--- src/rtl/elevator_controller.sv ---
// ---------------------------------------------------------------------------
// elevator_controller
//
// Purpose: collective controller for a four-floor car. Calls are latched into
// req_latch and serviced in the current travel direction; the car only
// reverses after passing through IDLE. The door dwells for DOOR_CYCLES cycles
// and can be held open or closed early from inside the car. Emergency stop
// parks the car with motors off and door shut while keeping pending calls.
//
// Ports:
//   clk            in   system clock, all state changes on the rising edge
//   reset          in   asynchronous reset, active low
//   request[3:0]   in   floor call buttons, bit i = floor i (pulses allowed)
//   floor_sensor   in   one-hot car position, bit i = car at floor i
//   door_open_btn  in   in-car door-open button
//   door_close_btn in   in-car door-close button
//   emergency_stop in   level-sensitive emergency stop
//   current_floor  out  binary index of the last valid (one-hot) sensor value
//   motor_up       out  hoist drive up
//   motor_down     out  hoist drive down
//   door_open      out  door actuator, 1 = open
//   emergency_led  out  1 while in the emergency state
//   dbg_state      out  raw FSM state for observation
//
// All outputs are flops: the actuator outputs are loaded from the decoded
// next state, so they always match the state register (Moore behaviour) and
// there is no combinational path from any input to any output.
// ---------------------------------------------------------------------------
module elevator_controller #(
  parameter int unsigned DOOR_CYCLES = 5
) (
  input  logic       clk,
  input  logic       reset,
  input  logic [3:0] request,
  input  logic [3:0] floor_sensor,
  input  logic       door_open_btn,
  input  logic       door_close_btn,
  input  logic       emergency_stop,
  output logic [1:0] current_floor,
  output logic       motor_up,
  output logic       motor_down,
  output logic       door_open,
  output logic       emergency_led,
  output logic [2:0] dbg_state
);

  typedef enum logic [2:0] {
    ST_IDLE      = 3'd0,
    ST_MOVE_UP   = 3'd1,
    ST_MOVE_DOWN = 3'd2,
    ST_DOOR_OPEN = 3'd3,
    ST_EMERGENCY = 3'd4
  } state_t;

  localparam logic [7:0] DWELL_LOAD = 8'(DOOR_CYCLES);

  state_t     r_state;
  state_t     w_next_state;
  logic [3:0] req_latch;
  logic [7:0] r_dwell;
  logic [7:0] w_dwell_next;
  logic [3:0] w_clear_mask;
  logic [3:0] w_req_new;
  logic [3:0] w_cur_onehot;
  logic [3:0] w_above_mask;
  logic [3:0] w_below_mask;
  logic       w_call_here;
  logic       w_call_above;
  logic       w_call_below;
  logic       w_sensor_valid;
  logic [1:0] w_sensor_idx;

  // Floor masks relative to the last sensed floor. Shifting out of the
  // 4-bit vector naturally gives an empty mask at the top/bottom floor.
  assign w_cur_onehot = 4'b0001 << current_floor;
  assign w_above_mask = 4'b1110 << current_floor;
  assign w_below_mask = ~(4'b1111 << current_floor);

  assign w_call_here  = |(req_latch & w_cur_onehot);
  assign w_call_above = |(req_latch & w_above_mask);
  assign w_call_below = |(req_latch & w_below_mask);

  // Sensor decode: only a clean one-hot pattern moves current_floor; a car
  // between floors (0000) or a faulty multi-bit reading keeps the old value.
  always_comb begin
    w_sensor_valid = 1'b1;
    w_sensor_idx   = 2'd0;
    case (floor_sensor)
      4'b0001: w_sensor_idx = 2'd0;
      4'b0010: w_sensor_idx = 2'd1;
      4'b0100: w_sensor_idx = 2'd2;
      4'b1000: w_sensor_idx = 2'd3;
      default: w_sensor_valid = 1'b0;
    endcase
  end

  // Calls are accepted only outside emergency (including the cycle in which
  // the stop is first seen). While the door is already open at this floor a
  // call for this floor is absorbed by the dwell reload instead of latched.
  always_comb begin
    w_req_new = '0;
    if ((r_state != ST_EMERGENCY) && !emergency_stop) begin
      w_req_new = request;
      if (r_state == ST_DOOR_OPEN) begin
        w_req_new = request & ~w_cur_onehot;
      end
    end
  end

  // Next state. Priority: emergency, then service at the current floor,
  // then travel.
  always_comb begin
    w_next_state = r_state;
    w_dwell_next = r_dwell;
    w_clear_mask = '0;
    if (emergency_stop) begin
      w_next_state = ST_EMERGENCY;
      w_dwell_next = '0;
    end else begin
      case (r_state)
        ST_IDLE: begin
          if (w_call_here || door_open_btn) begin
            w_next_state = ST_DOOR_OPEN;
            w_clear_mask = w_cur_onehot;
            w_dwell_next = DWELL_LOAD;
          end else if (w_call_above) begin
            w_next_state = ST_MOVE_UP;
          end else if (w_call_below) begin
            w_next_state = ST_MOVE_DOWN;
          end
        end
        // While travelling the current-floor bit is tested first, so the
        // "at or above / at or below" test reduces to the strict masks.
        ST_MOVE_UP: begin
          if (w_call_here) begin
            w_next_state = ST_DOOR_OPEN;
            w_clear_mask = w_cur_onehot;
            w_dwell_next = DWELL_LOAD;
          end else if (!w_call_above) begin
            w_next_state = ST_IDLE;
          end
        end
        ST_MOVE_DOWN: begin
          if (w_call_here) begin
            w_next_state = ST_DOOR_OPEN;
            w_clear_mask = w_cur_onehot;
            w_dwell_next = DWELL_LOAD;
          end else if (!w_call_below) begin
            w_next_state = ST_IDLE;
          end
        end
        ST_DOOR_OPEN: begin
          // Open button (or a fresh call here) beats the close button.
          if (door_open_btn || |(request & w_cur_onehot)) begin
            w_dwell_next = DWELL_LOAD;
          end else if (door_close_btn || (r_dwell <= 8'd1)) begin
            w_next_state = ST_IDLE;
            w_dwell_next = '0;
          end else begin
            w_dwell_next = r_dwell - 8'd1;
          end
        end
        ST_EMERGENCY: begin
          w_next_state = ST_IDLE;
        end
        default: begin
          w_next_state = ST_IDLE;
        end
      endcase
    end
  end

  always_ff @(posedge clk or negedge reset) begin
    if (!reset) begin
      r_state <= ST_IDLE;
      r_dwell <= '0;
    end else begin
      r_state <= w_next_state;
      r_dwell <= w_dwell_next;
    end
  end

  always_ff @(posedge clk or negedge reset) begin
    if (!reset) begin
      req_latch <= '0;
    end else begin
      req_latch <= (req_latch | w_req_new) & ~w_clear_mask;
    end
  end

  always_ff @(posedge clk or negedge reset) begin
    if (!reset) begin
      current_floor <= 2'd0;
    end else if (w_sensor_valid) begin
      current_floor <= w_sensor_idx;
    end
  end

  // Actuators are loaded from the decoded next state so they change on the
  // same edge as the state register; one state at a time keeps motor_up,
  // motor_down and door_open mutually exclusive.
  always_ff @(posedge clk or negedge reset) begin
    if (!reset) begin
      motor_up      <= 1'b0;
      motor_down    <= 1'b0;
      door_open     <= 1'b0;
      emergency_led <= 1'b0;
    end else begin
      motor_up      <= (w_next_state == ST_MOVE_UP);
      motor_down    <= (w_next_state == ST_MOVE_DOWN);
      door_open     <= (w_next_state == ST_DOOR_OPEN);
      emergency_led <= (w_next_state == ST_EMERGENCY);
    end
  end

  assign dbg_state = r_state;

endmodule

--- config.mk ---
export PLATFORM = sky130hd
export DESIGN_NAME = elevator_controller
export DESIGN_NICKNAME = d
export VERILOG_FILES = /design/src/rtl/elevator_controller.sv
export SDC_FILE = /design/constraint.sdc
export NUM_CORES = 1
export LEC_CHECK = 0
export CORE_UTILIZATION = 30
export CTS_BUF_LIST = sky130_fd_sc_hd__clkbuf_4 sky130_fd_sc_hd__clkbuf_8 sky130_fd_sc_hd__clkbuf_16
export DETAILED_ROUTE_END_ITERATION = 10
export SLEW_MARGIN = 20
export SYNTH_ARGS = -nofsm -noshare
export SYNTH_HDL_FRONTEND = slang
export SYNTH_SLANG_ARGS = --single-unit
--- constraint.sdc ---
create_clock -name clk -period 2.5 [get_ports clk]
set_input_delay 0.375 -clock clk [delete_from_list [all_inputs] [get_ports clk]]
set_output_delay 0.375 -clock clk [all_outputs]
set_load 0.05 [all_outputs]
# Word level (Yosys, flattened, before mapping)
# Cells that the tools add are included.
# totals
ff_bits	21
inputBits	13
out_inout_bits	9
word_cells	76
# op_classes
addsub	1
n_lt_le_gt_ge	1
eq_ne	14
shifts	3
mux	25
n_bitwise	10
reduce_logical	14
# op_table
op	n
$mux 8	5
$mux 3	10
$and 4x4->4	6
$pmux 8 s3	1
$mux 4	5
$reduce_or 4->1	5
$eq 3x2->1 const B	4
$not 4->4	3
$pmux 3 s4	1
$le 8x1->1 const B	1
$pmux 4 s2	1
$shl 4x2->4 const A	2
$sub 8x1->8 const B	1
$eq 3x1->1 const B	2
$ne 3x3->1 const B	2
$pmux 2 s3	1
$eq 4x1->1 const B	1
$eq 4x2->1 const B	1
$eq 4x3->1 const B	1
$eq 4x4->1 const B	1
$or 4x4->4	1
$reduce_bool 4->1	1
$shl 1x2->4 const A	1
$eq 3x3->1 const B	1
8 further kinds	10

# Logic depth before layout (Yosys ltp)
# Gate-level depths: netlist (run 1).
# logic_depth
word_depth	10
depth_mapped	6
ltp_nobuf	6

# Worst setup path before layout (run 1)
# OpenSTA, ideal clock, no wires.
# synth_timing
path_kind	reg2reg
start	register current_floor[0]
end	register r_state[1] (netlist: dbg_state[1])
setup_ns	0.130
arrival_time_ns	1.796
required_ns	2.370
slack_ns	0.574
path_stages_with_launch	5
n_path_buf	0
period_less_slack_ns	1.926
path_cell_list	dfrtp_1 > mux4_2 > nor3_4 > a311o_1 > o21ai_0
# synth_between
elab_chain_cells	9
elab_cells_between_ends	24
cone_classes	shift: 3; mux: 10; bitwise: 5; reduce/logical: 6
# synth_rtl
item	line_no	source
from (decl)	39	output logic [1:0] current_floor,
from (signal assigned)	195	current_floor <= w_sensor_idx;
$shl 4x2->4	77	assign w_below_mask = ~(4'b1111 << current_floor);
$not 4->4	77	
$and 4x4->4	81	assign w_call_below = |(req_latch & w_below_mask);
$reduce_or 4->1	81	
$mux 3	128	end else if (w_call_below) begin
$mux 3	126	end else if (w_call_above) begin
$mux 3	122	if (w_call_here || door_open_btn) begin
$pmux 3 s4 (*)	120	case (r_state)
$mux 3 (*)	116	if (emergency_stop) begin
via w_next_state[1]	58	state_t w_next_state;
to (signal assigned)	178	r_state <= w_next_state;
to (decl)	57	state_t r_state;
# Mark *: on every way through the listed nets, which the timed path passes. The rest lies on a longest branch.
# A chain may end at the register's enable or synchronous reset.

# Worst setup path after layout (run 1)
# layout_timing
start	register current_floor[1]
end	output current_floor[1]
# No word-level cell between the ends.

==> results of run 1 <==
## power groups by stage
stage	logic, uW	registers, uW	clock network, uW
final	496	481	238
after CTS	499	480	249
after global placement	486	484	0
after floorplan	312	521	0
after detailed placement	497	486	0
after global routing	545	494	264
## routing by layer
metal | track usage | share of wire | vias up
met5 | 0 | 0 | -
met4 | 0.0260 | 0.0084 | 0
met3 | 0.0367 | 0.037 | 4
met2 | 0.260 | 0.50 | 30
met1 | 0.192 | 0.46 | 582
li1 | - | - | 586
## state kept, by name (all words and copies together) (netlist names)
register,count
door_open,1
dbg_state,3
emergency_led,1
motor_up,1
current_floor,2
r_dwell,8
req_latch,4
motor_down,1
## metrics by stage
step	hold WS [ns]	worst slack, ns	cells	area (sq um)	util
4_1_cts	0.470	0.279	214	1620	0.397
3_5_place_dp	0.534	0.463	210	1580	0.385
6_report	0.463	0.293	214	1620	0.397
5_1_grt	0.481	0.193	214	1620	0.397
3_3_place_gp	0.525	0.499	210	1580	0.385
2_1_floorplan	0.0794	0.574	144	1310	-
## how the worst max path moves through the flow
stage | depth (start not counted) | start | endpoint
floorplan | 4 | current_floor[0] | dbg_state[1]
global placement | 4 | emergency_stop | req_latch[3]
detailed placement | 4 | emergency_stop | req_latch[2]
CTS | 1 | current_floor[1] | current_floor[1]
global route | 1 | current_floor[1] | current_floor[1]
finish | 1 | current_floor[1] | current_floor[1]
## synthesized netlist by cell type, types with 2 or more instances
cell type / count
sky130_fd_sc_hd__nand3_1: 6
sky130_fd_sc_hd__ha_1: 2
sky130_fd_sc_hd__nand4_1: 3
sky130_fd_sc_hd__nor3_1: 8
sky130_fd_sc_hd__inv_1: 8
sky130_fd_sc_hd__o211ai_1: 4
sky130_fd_sc_hd__nor2b_1: 5
sky130_fd_sc_hd__nand2_1: 10
sky130_fd_sc_hd__o31ai_1: 2
sky130_fd_sc_hd__a31oi_1: 6
sky130_fd_sc_hd__mux2i_1: 2
sky130_fd_sc_hd__or2_2: 2
sky130_fd_sc_hd__a311oi_1: 2
sky130_fd_sc_hd__clkbuf_1: 7
sky130_fd_sc_hd__a21oi_1: 8
sky130_fd_sc_hd__nand3b_1: 2
sky130_fd_sc_hd__o21ai_0: 11
sky130_fd_sc_hd__nor2_1: 6
sky130_fd_sc_hd__o21a_1: 2
sky130_fd_sc_hd__xnor2_1: 2
sky130_fd_sc_hd__dfrtp_1: 21
## kinds of logic (layout without fill, tap and decap cells)
kind of cell | after synthesis | after routing
DFF | 21 | 21
buffers and inverters | 16 | 36
muxes | 3 | 3
and+or+nand+nor | 52 | 52
xor gates and xnor gates | 3 | 3
AOI/OAI and AO/OA | 47 | 47
adders and majority gates | 2 | 2
## final cells by class
cell class / count / share of cell area
clock buffer: 4 / 0.0300
inverter: 8 / 0.0185
multi-input combinational: 107 / 0.446
sequential: 21 / 0.324
tap: 50 / 0.0385
timing repair buffer: 24 / 0.143
==> Implementation_results.wiki, run 1 <==
{| class="wikitable"
! Metric !! Value
|-
| Worst-case reg-to-reg path depth || 4
|-
| Internal power contribution || 729 uW
|-
| Number of detailed-route iterations in the first pass || 4
|-
| Signal arrival time at the worst endpoint || 1.83 ns
|-
| Total number of placement rows || 23
|-
| Post-cts hold buffer count || 0
|-
| CTS Buf Count || 3
|-
| Routed vias || 1202
|-
| Worst min path class || in2async
|-
| CTS sink cnt || 21
|-
| Critical path class || reg2out
|-
| Largest stage delay on the critical path || 0.90 ns
|-
| Via count of the first global-routing pass || 1136
|-
| Max Root-Sink Buffers || 2
|-
| Floorplan die area || 0.00464 sq mm
|-
| Reg-to-reg setup timing slack || 0.50 ns
|-
| Critical path buffers and inverters || 1
|-
| R2R Path End || dbg_state[1]
|-
| Die boundary width || 68.1 um
|-
| Initial Utilization || 0.321
|-
| Clock skew after layout || 0.00184 ns
|-
| Number of antenna violations at the first check in global routing || 0
|-
| Power share of the clock group || 0.196
|-
| Part of the power in combinational logic || 0.408
|-
| Antenna diode count || 0
|-
| Count of flip-flops with a built-in enable after synthesis || 0
|-
| Most used cells in the layout excluding fill and tap cells || 21 x sky130_fd_sc_hd__dfrtp_1, 21 x sky130_fd_sc_hd__clkdlybuf4s50_1, 11 x sky130_fd_sc_hd__o21ai_0, 10 x sky130_fd_sc_hd__nand2_1
|-
| Die Y-Extent || 68.1 um
|-
| Sequential cell fraction of total power || 0.396
|-
| Nature of the critical path endpoint || primary output
|-
| Mapped Nets || 159
|-
| Critical-path top delay cell || sky130_fd_sc_hd__clkdlybuf4s50_1
|-
| Count of max-cap constraint violations || 0
|-
| Largest family of logic cells by synthesized area || compound AO/OA/AOI/OAI gates
|-
| Fraction of power spent switching nets || 0.400
|-
| Grt total ovfl || 0
|-
| Power per cell area || 748 mW/mm^2
|-
| RD Place Congestion || 0.888
|-
| Wire length of the first global-routing pass || 5240 um
|-
| Number of standard cells after synthesis || 144
|-
| Reg2reg start || current_floor[0]
|-
| Cell Area, Synth || 0.00131 sq mm
|-
| Routed vias/inst || 5.62
|-
| Share of flip-flops with an asynchronous set or reset || 1.00
|-
| Footprint of the multi-input gates || 724 sq um
|-
| Worst max-slew margin expressed relative to the limit || 0.577
|-
| Root Buffer Master || sky130_fd_sc_hd__clkbuf_8
|-
| Outcome || finished clean
|-
| Overall global routing resource usage || 0.151
|-
| Quantity of I/O buffers inserted on ports || 21
|-
| DRC violation count after routing || 0
|-
| Largest net degree at the start of global routing || 22
|-
| Area of all sequential standard cells || 526 sq um
|-
| Post-Synthesis Mean Instance Area || 9.11 sq um
|-
| Area overhead of the layout relative to synthesis || 23.9%
|-
| Synth Register Bits || 21
|-
| Routed wire length || 3110 um
|-
| Distinct cells, synth || 46
|-
| Wire length per cell after detailed routing || 14.5 um
|-
| Share of Yosys cell area claimed by the top area cell type || 0.401
|-
| Unrepaired setup endpoints after global routing || no
|-
| Period utilisation layout || 0.883
|-
| Yosys warns || 0
|-
| Post-detail-place hpwl || 2300 um
|-
| Clock tree from TritonCTS || yes
|-
| Crit path cell chain || clkdlybuf4s50_1
|-
| Share of final-layout standard cells stronger than drive strength 1 || 0.0976
|-
| Fin nets || 180
|-
| Maximum achievable frequency || 453 MHz
|-
| Synthesized-area fraction occupied by ao, oa, aoi and oai cells || 0.246
|-
| Post-CTS sizing || 0
|-
| Ys flop type || sky130_fd_sc_hd__dfrtp_1
|-
| Number of H-tree branching levels || 1
|-
| Setup repair bufs after CTS || 0
|-
| Top cells by area, synth || sky130_fd_sc_hd__dfrtp_1 40%, sky130_fd_sc_hd__o21ai_0 4.2%, sky130_fd_sc_hd__a21oi_1 3.1%
|-
| Power spent charging and discharging nets || 487 uW
|-
| Layout fillers || 414
|-
| Worst-path fanout max || 16
|-
| Synthesized-area fraction occupied by xor and xnor cells || 0.0200
|-
| Num ports || 22
|-
| Core area || 0.00409 sq mm
|-
| Slew at the pin closest to its max-slew limit || 0.629 ns
|-
| Fin. Hold Viols || 0
|-
| Time the worst path needs with I/O delays and setup || 2.21 ns
|-
| Max-slew violation count || 0
|-
| Setup total negative slack || 0 ns
|-
| Static leakage || 0.000649 uW
|-
| Cell type with the largest total area after synthesis || sky130_fd_sc_hd__dfrtp_1
|-
| Share of the yosys chip area belonging to registers || 0.401
|-
| Largest voltage drop on the vdd net || 282 uV
|-
| Synth Area in Simple Gates || 0.235
|-
| Category of the worst setup path launch point || flip-flop
|-
| Post-synthesis mux area share || 0.0324
|-
| Final setup viols || 0
|-
| Required time of the critical path || 2.12 ns
|-
| First-iteration detailed-routing DRC count || 55
|-
| Post-layout total power || 1220 uW
|-
| Antenna Violating Nets Remaining || 0
|-
| Clock latency at the later pin of the worst-skew pair || 0.26 ns
|-
| Adder-cell share of the synthesized area || 0.0191
|-
| Gate family responsible for the most delay along the worst path || buffers and inverters
|-
| Clock transition at path regs || 0.08 ns
|}
Note: power is estimated with default switching activity, not from simulation.
==> run 2, diff against run 1 <==
--- a/config.mk
+++ b/config.mk
@@ -6,9 +6,10 @@
 export NUM_CORES = 1
 export LEC_CHECK = 0
 export CORE_UTILIZATION = 30
-export CTS_BUF_LIST = sky130_fd_sc_hd__clkbuf_4 sky130_fd_sc_hd__clkbuf_8 sky130_fd_sc_hd__clkbuf_16
+export CTS_BUF_LIST = sky130_fd_sc_hd__clkbuf_16
 export DETAILED_ROUTE_END_ITERATION = 10
 export SLEW_MARGIN = 20
 export SYNTH_ARGS = -nofsm -noshare
 export SYNTH_HDL_FRONTEND = slang
 export SYNTH_SLANG_ARGS = --single-unit
+export TNS_END_PERCENT = 50
==> Implementation_results.wiki, run 2 (synthesis results as in run 1) <==
{| class="wikitable"
! Metric !! Value
|-
| Die Y-Extent || 68.1 um (unchanged)
|-
| Footprint of the multi-input gates || 724 sq um (unchanged)
|-
| Area of all sequential standard cells || 526 sq um (unchanged)
|-
| Routed vias/inst || 5.61 (-0.17%)
|-
| Via count of the first global-routing pass || 1139 (+0.26%)
|-
| Post-detail-place hpwl || 2300 um (unchanged)
|-
| Number of antenna violations at the first check in global routing || 0 (unchanged)
|-
| Area overhead of the layout relative to synthesis || 26.1%
|-
| Met2 capacity usage during global routing || 0.265 (+0.00490)
|-
| Static leakage || 0.000665 uW (+2.5%)
|-
| Global Route met1 Usage || 0.188 (-0.00410)
|-
| Maximum achievable frequency || 456 MHz (+0.61%)
|-
| Num ports || 22 (unchanged)
|-
| Quantity of I/O buffers inserted on ports || 21 (unchanged)
|-
| Depth of the critical timing path with buffers and inverters included || 1 (unchanged)
|-
| Grt total ovfl || 0 (unchanged)
|-
| Clock tree from TritonCTS || yes
|-
| Worst-case reg-to-reg path depth || 4 (unchanged)
|-
| Number of H-tree branching levels || 1 (unchanged)
|-
| Post-place setup slack || 0.463 ns (unchanged)
|-
| Layout fillers || 409 (-1.2%)
|-
| Routed wire length || 3160 um (+1.6%)
|-
| Worst max-slew margin expressed relative to the limit || 0.594 (+0.0169)
|-
| Placed Instance Area || 0.00158 sq mm (unchanged)
|-
| Floorplan die area || 0.00464 sq mm (unchanged)
|-
| Wire length per cell after detailed routing || 14.8 um (+1.6%)
|-
| Part of the power in combinational logic || 0.376 (-0.032)
|-
| Worst-path fanout max || 16 (unchanged)
|-
| Timing endpoint of the critical path || current_floor[1]
|-
| Fraction of power spent switching nets || 0.379 (-0.0214)
|-
| Reg-to-reg setup timing slack || 0.52 ns (+0.02 ns)
|-
| DRC violation count after routing || 0 (unchanged)
|-
| Outcome || finished clean
|-
| Required time of the critical path || 2.12 ns (about the same)
|-
| Post-CTS sizing || 0 (unchanged)
|-
| Critical path buffers and inverters || 1 (unchanged)
|-
| Power share of the clock group || 0.259 (+0.063)
|-
| First-iteration detailed-routing DRC count || 39 (-29%)
|-
| Setup total negative slack || 0 ns (unchanged)
|-
| Power per cell area || 797 mW/mm^2 (+6.5%)
|-
| CTS Buf Count || 3 (unchanged)
|-
| Antenna Violating Nets Remaining || 0 (unchanged)
|-
| Share of final-layout standard cells stronger than drive strength 1 || 0.0915 (-0.00610)
|-
| Fin nets || 180 (unchanged)
|-
| Register name with the most flops || r_dwell
|-
| Clock latency at the later pin of the worst-skew pair || 0.26 ns (about the same)
|-
| Reg2reg start || current_floor[0]
|-
| R2R Path End || dbg_state[1]
|-
| Critical path origin || current_floor[1]
|-
| Setup repair bufs after CTS || 0 (unchanged)
|-
| Initial Utilization || 0.321 (unchanged)
|-
| Largest stage delay on the critical path || 0.91 ns (about the same)
|-
| Power spent charging and discharging nets || 500 uW (+2.7%)
|-
| Sequential cell fraction of total power || 0.366 (-0.030)
|-
| Unrepaired setup endpoints after global routing || no
|-
| Internal power contribution || 818 uW (+12%)
|-
| Category of the worst setup path launch point || flip-flop
|-
| Clock skew after layout || 0.00351 ns (+0.00168 ns)
|-
| Largest net degree at the start of global routing || 22 (unchanged)
|-
| CTS sink cnt || 21 (unchanged)
|-
| RD Place Congestion || 0.888 (unchanged)
|-
| Overall global routing resource usage || 0.155 (+0.00420)
|-
| Routed vias || 1200 (-0.17%)
|-
| Total number of placement rows || 23 (unchanged)
|-
| Period utilisation layout || 0.877 (-0.00533)
|-
| Signal arrival time at the worst endpoint || 1.82 ns (about the same)
|-
| Root Buffer Master || sky130_fd_sc_hd__clkbuf_16
|-
| Slew at the pin closest to its max-slew limit || 0.604 ns (-0.0252 ns)
|-
| Number of detailed-route iterations in the first pass || 4 (unchanged)
|-
| Max-slew violation count || 0 (unchanged)
|-
| Layout Cell Area excl Fill || 0.00165 sq mm (+1.8%)
|-
| Final worst-path setup slack || 0.306 ns (+0.0133 ns)
|-
| Time the worst path needs with I/O delays and setup || 2.19 ns (-0.0133 ns)
|-
| Largest voltage drop on the vdd net || 414 uV (+47%)
|-
| Fin. Hold Viols || 0 (unchanged)
|-
| Final standard cell utilization of the core || 0.405 (+0.00735)
|-
| Max FFs per register || 8 (unchanged)
|-
| Max Root-Sink Buffers || 2 (unchanged)
|-
| Worst min path class || in2async
|-
| Clock transition at path regs || 0.06 ns (-0.02 ns)
|-
| Antenna diode count || 0 (unchanged)
|-
| Die boundary width || 68.1 um (unchanged)
|-
| Count of max-cap constraint violations || 0 (unchanged)
|-
| Most used cells in the layout excluding fill and tap cells || 21 x sky130_fd_sc_hd__dfrtp_1, 21 x sky130_fd_sc_hd__clkdlybuf4s50_1, 11 x sky130_fd_sc_hd__o21ai_0, 10 x sky130_fd_sc_hd__nand2_1, 9 x sky130_fd_sc_hd__inv_1
|-
| Critical-path top delay cell || sky130_fd_sc_hd__clkdlybuf4s50_1
|-
| Wire length of the first global-routing pass || 5280 um (+0.78%)
|-
| Core area || 0.00409 sq mm (unchanged)
|-
| Post-cts hold buffer count || 0 (unchanged)
|-
| Crit path cell chain || clkdlybuf4s50_1
|-
| Gate family responsible for the most delay along the worst path || buffers and inverters
|-
| Critical path class || reg2out
|-
| Final setup viols || 0 (unchanged)
|-
| Nature of the critical path endpoint || primary output
|-
| Met3 routing resource usage after global routing || 0.0417 (+0.00500)
|-
| Most utilized layer in the global route result || met2
|}
-- run 2: cell count changes in the layout (fill, tap and decap cells not counted) --
cell                        change
sky130_fd_sc_hd__clkbuf_4       -1
sky130_fd_sc_hd__clkbuf_8       -3
sky130_fd_sc_hd__clkbuf_16      +3
sky130_fd_sc_hd__inv_1          +1
-- run 2: metal layers --
| metal | vias up | part of all wire |
|---|---|---|
| met2 | 29 | 0.50 |
| met3 | 4 | 0.032 |
| met4 | 0 | 0.012 |
| li1 | 585 | - |
| met5 | - | 0 |
| met1 | 582 | 0.46 |
-- run 2: cell type report --
type	count	area share
multi-input cells	107	0.438
repair buffers	24	0.141
inverters	8	0.0182
flip-flops and latches	21	0.318
well taps	50	0.0378
clock inverters	1	0.00227
clock buffers	3	0.0454
-- run 2: worst min path at each step --
stage | start | endpoint | depth (start not counted)
global route | reset | req_latch[1] | 2
global placement | r_dwell[7] | r_dwell[7] | 2
CTS | reset | r_dwell[2] | 2
floorplan | reset | current_floor[0] | 0
finish | reset | r_dwell[3] | 2
detailed placement | r_dwell[7] | r_dwell[7] | 2
-- run 2: power by group through the flow --
stage          Clock (uW)  Combinational, uW  Sequential, uW
6_report              341                495             482
5_1_grt               367                544             494
4_1_cts               356                499             481
3_5_place_dp            0                497             486
3_3_place_gp            0                486             484
2_1_floorplan           0                312             521
-- run 2: metrics by stage --
stage	hold WS [ns]	total power (uW)	instances
floorplan	0.0794	833	144
global placement	0.525	970	210
detailed placement	0.534	984	210
CTS	0.480	1340	214
global route	0.498	1410	214
finish	0.472	1320	214
==> run 3, diff against run 2 <==
--- a/config.mk
+++ b/config.mk
@@ -5,6 +5,8 @@
 export SDC_FILE = /design/constraint.sdc
 export NUM_CORES = 1
 export LEC_CHECK = 0
+export ABC_CLOCK_PERIOD_IN_PS = 2500
+export CORE_ASPECT_RATIO = 0.9
 export CORE_UTILIZATION = 30
 export CTS_BUF_LIST = sky130_fd_sc_hd__clkbuf_16
 export DETAILED_ROUTE_END_ITERATION = 10
==> Implementation_results.wiki, run 3 (synthesis results as in run 1) <==
{| class="wikitable"
! Metric !! Value
|-
| Layout Cell Area excl Fill || 0.00164 sq mm (-0.61%)
|-
| Share of final-layout standard cells stronger than drive strength 1 || 0.0859 (-0.00557)
|-
| Setup total negative slack || 0 ns (unchanged)
|-
| Clock tree from TritonCTS || yes
|-
| Clock transition at path regs || 0.06 ns (about the same)
|-
| Routed vias || 1214 (+1.2%)
|-
| Crit path cell chain || clkdlybuf4s50_1
|-
| Critical-path top delay cell || sky130_fd_sc_hd__clkdlybuf4s50_1
|-
| Required time of the critical path || 2.12 ns (about the same)
|-
| Depth of the critical timing path with buffers and inverters included || 1 (unchanged)
|-
| Core area || 0.00413 sq mm (+1.0%)
|-
| Clock skew after layout || 0.00200 ns (-0.00151 ns)
|-
| Worst-case reg-to-reg path depth || 6 (+2)
|-
| CTS sink cnt || 21 (unchanged)
|-
| Post-layout total power || 1310 uW (-0.42%)
|-
| Static leakage || 0.000660 uW (-0.72%)
|-
| Slew at the pin closest to its max-slew limit || 0.498 ns (-0.106 ns)
|-
| Die Y-Extent || 64.7 um (-5.0%)
|-
| Post-place setup slack || 0.480 ns (+0.0178 ns)
|-
| Overall global routing resource usage || 0.143 (-0.0125)
|-
| Routed vias/inst || 5.75 (+2.6%)
|-
| Worst-path fanout max || 16 (unchanged)
|-
| Antenna diode count || 0 (unchanged)
|-
| Worst max-slew margin expressed relative to the limit || 0.665 (+0.0711)
|-
| Max Root-Sink Buffers || 2 (unchanged)
|-
| CTS Buf Count || 3 (unchanged)
|-
| Worst min path class || in2async
|-
| DRC violation count after routing || 0 (unchanged)
|-
| Category of the worst setup path launch point || flip-flop
|-
| First-iteration detailed-routing DRC count || 106 (+170%)
|-
| Fin. Hold Viols || 0 (unchanged)
|-
| Number of detailed-route iterations in the first pass || 4 (unchanged)
|-
| Grt total ovfl || 0 (unchanged)
|-
| Signal arrival time at the worst endpoint || 1.79 ns (-0.03 ns)
|-
| Quantity of I/O buffers inserted on ports || 21 (unchanged)
|-
| Power per cell area || 798 mW/mm^2 (+0.19%)
|-
| Root Buffer Master || sky130_fd_sc_hd__clkbuf_16
|-
| Number of H-tree branching levels || 1 (unchanged)
|-
| Max FFs per register || 8 (unchanged)
|-
| Unrepaired setup endpoints after global routing || no
|-
| Footprint of the multi-input gates || 724 sq um (unchanged)
|-
| Inst Count DP || 207 (-1.4%)
|-
| Clock latency at the later pin of the worst-skew pair || 0.25 ns (about the same)
|-
| Final setup viols || 0 (unchanged)
|-
| Gate family responsible for the most delay along the worst path || buffers and inverters
|-
| Antenna Violating Nets Remaining || 0 (unchanged)
|-
| Register name with the most flops || r_dwell
|-
| Max-slew violation count || 0 (unchanged)
|-
| Post-detail-place hpwl || 2270 um (-1.4%)
|-
| Largest stage delay on the critical path || 0.90 ns (about the same)
|-
| Area of all sequential standard cells || 526 sq um (unchanged)
|-
| Via count of the first global-routing pass || 1092 (-4.1%)
|-
| Setup repair bufs after CTS || 0 (unchanged)
|-
| Count of non-filler cells in the finished layout || 211 (-1.4%)
|-
| Num ports || 22 (unchanged)
|-
| Post-CTS sizing || 0 (unchanged)
|-
| Number of antenna violations at the first check in global routing || 0 (unchanged)
|-
| Final worst-path setup slack || 0.330 ns (+0.0237 ns)
|-
| Fin nets || 179 (-0.56%)
|-
| Maximum achievable frequency || 461 MHz (+1.1%)
|-
| Period utilisation layout || 0.868 (-0.00948)
|-
| Die boundary width || 71.7 um (+5.3%)
|-
| Largest net degree at the start of global routing || 22 (unchanged)
|-
| Count of max-cap constraint violations || 0 (unchanged)
|-
| Critical path buffers and inverters || 1 (unchanged)
|-
| Area overhead of the layout relative to synthesis || 25.4%
|-
| Nature of the critical path endpoint || primary output
|-
| Most used cells in the layout excluding fill and tap cells || 21 x sky130_fd_sc_hd__dfrtp_1, 21 x sky130_fd_sc_hd__clkdlybuf4s50_1, 11 x sky130_fd_sc_hd__o21ai_0, 10 x sky130_fd_sc_hd__nand2_1, 9 x sky130_fd_sc_hd__inv_1
|-
| Post-cts hold buffer count || 0 (unchanged)
|-
| Initial Utilization || 0.318 (-0.00331)
|-
| Time the worst path needs with I/O delays and setup || 2.17 ns (-0.0237 ns)
|-
| Routed wire length || 3100 um (-1.9%)
|-
| Floorplan die area || 0.00464 sq mm (about the same)
|-
| Wire length per cell after detailed routing || 14.7 um (-0.54%)
|-
| Outcome || finished clean
|-
| Largest voltage drop on the vdd net || 366 uV (-12%)
|-
| Critical path class || reg2out
|-
| RD Place Congestion || 0.872 (-1.8%)
|-
| Total number of placement rows || 22 (-4.3%)
|-
| Wire length of the first global-routing pass || 5190 um (-1.7%)
|-
| Placed Instance Area || 0.00157 sq mm (-0.64%)
|-
| Layout fillers || 413 (+0.98%)
|}
-- run 3: cell types whose count changed in the layout (fill, tap and decap cells not counted), sizes merged --
cell  delta
buf      -1
-- run 3: layout make-up --
cell class	count	share of cell area
Multi-Input combinational cell	107	0.441
Clock buffer	3	0.0457
Tap cell	48	0.0365
Sequential cell	21	0.320
Inverter	8	0.0183
Timing Repair Buffer	23	0.137
Clock inverter	1	0.00228
-- run 3: final timing paths --
check	start	end	slack [ns]
max in group asynchronous	reset	emergency_led	1.81
min in group clk	r_dwell[7]	r_dwell[7]	0.53
max reg2reg	r_dwell[0]	r_dwell[5]	0.49
min	reset	r_dwell[7]	0.47
min reg2reg	r_dwell[7]	r_dwell[7]	0.53
max	current_floor[1]	current_floor[1]	0.33
-- run 3: power by group --
| part | internal, uW | leakage [uW] | total (uW) | switching, uW |
|---|---|---|---|---|
| Combinational | 206 | 0.000354 | 495 | 289 |
| Clock | 213 | 0.0000423 | 334 | 120 |
| Sequential | 397 | 0.000264 | 484 | 86.3 |
-- run 3: through the flow --
step | utilization | hold slack (ns)
2_1_floorplan | - | 0.0794
3_3_place_gp | 0.379 | 0.510
3_5_place_dp | 0.379 | 0.521
4_1_cts | 0.398 | 0.485
5_1_grt | 0.398 | 0.499
6_report | 0.398 | 0.473
-- run 3: layer usage --
layer  wire length (um)  track usage  part of all wire
met1               1470        0.194              0.47
met4                 24       0.0368            0.0077
met5                  0            0                 0
met3                182       0.0389             0.059
met2               1420        0.223              0.46
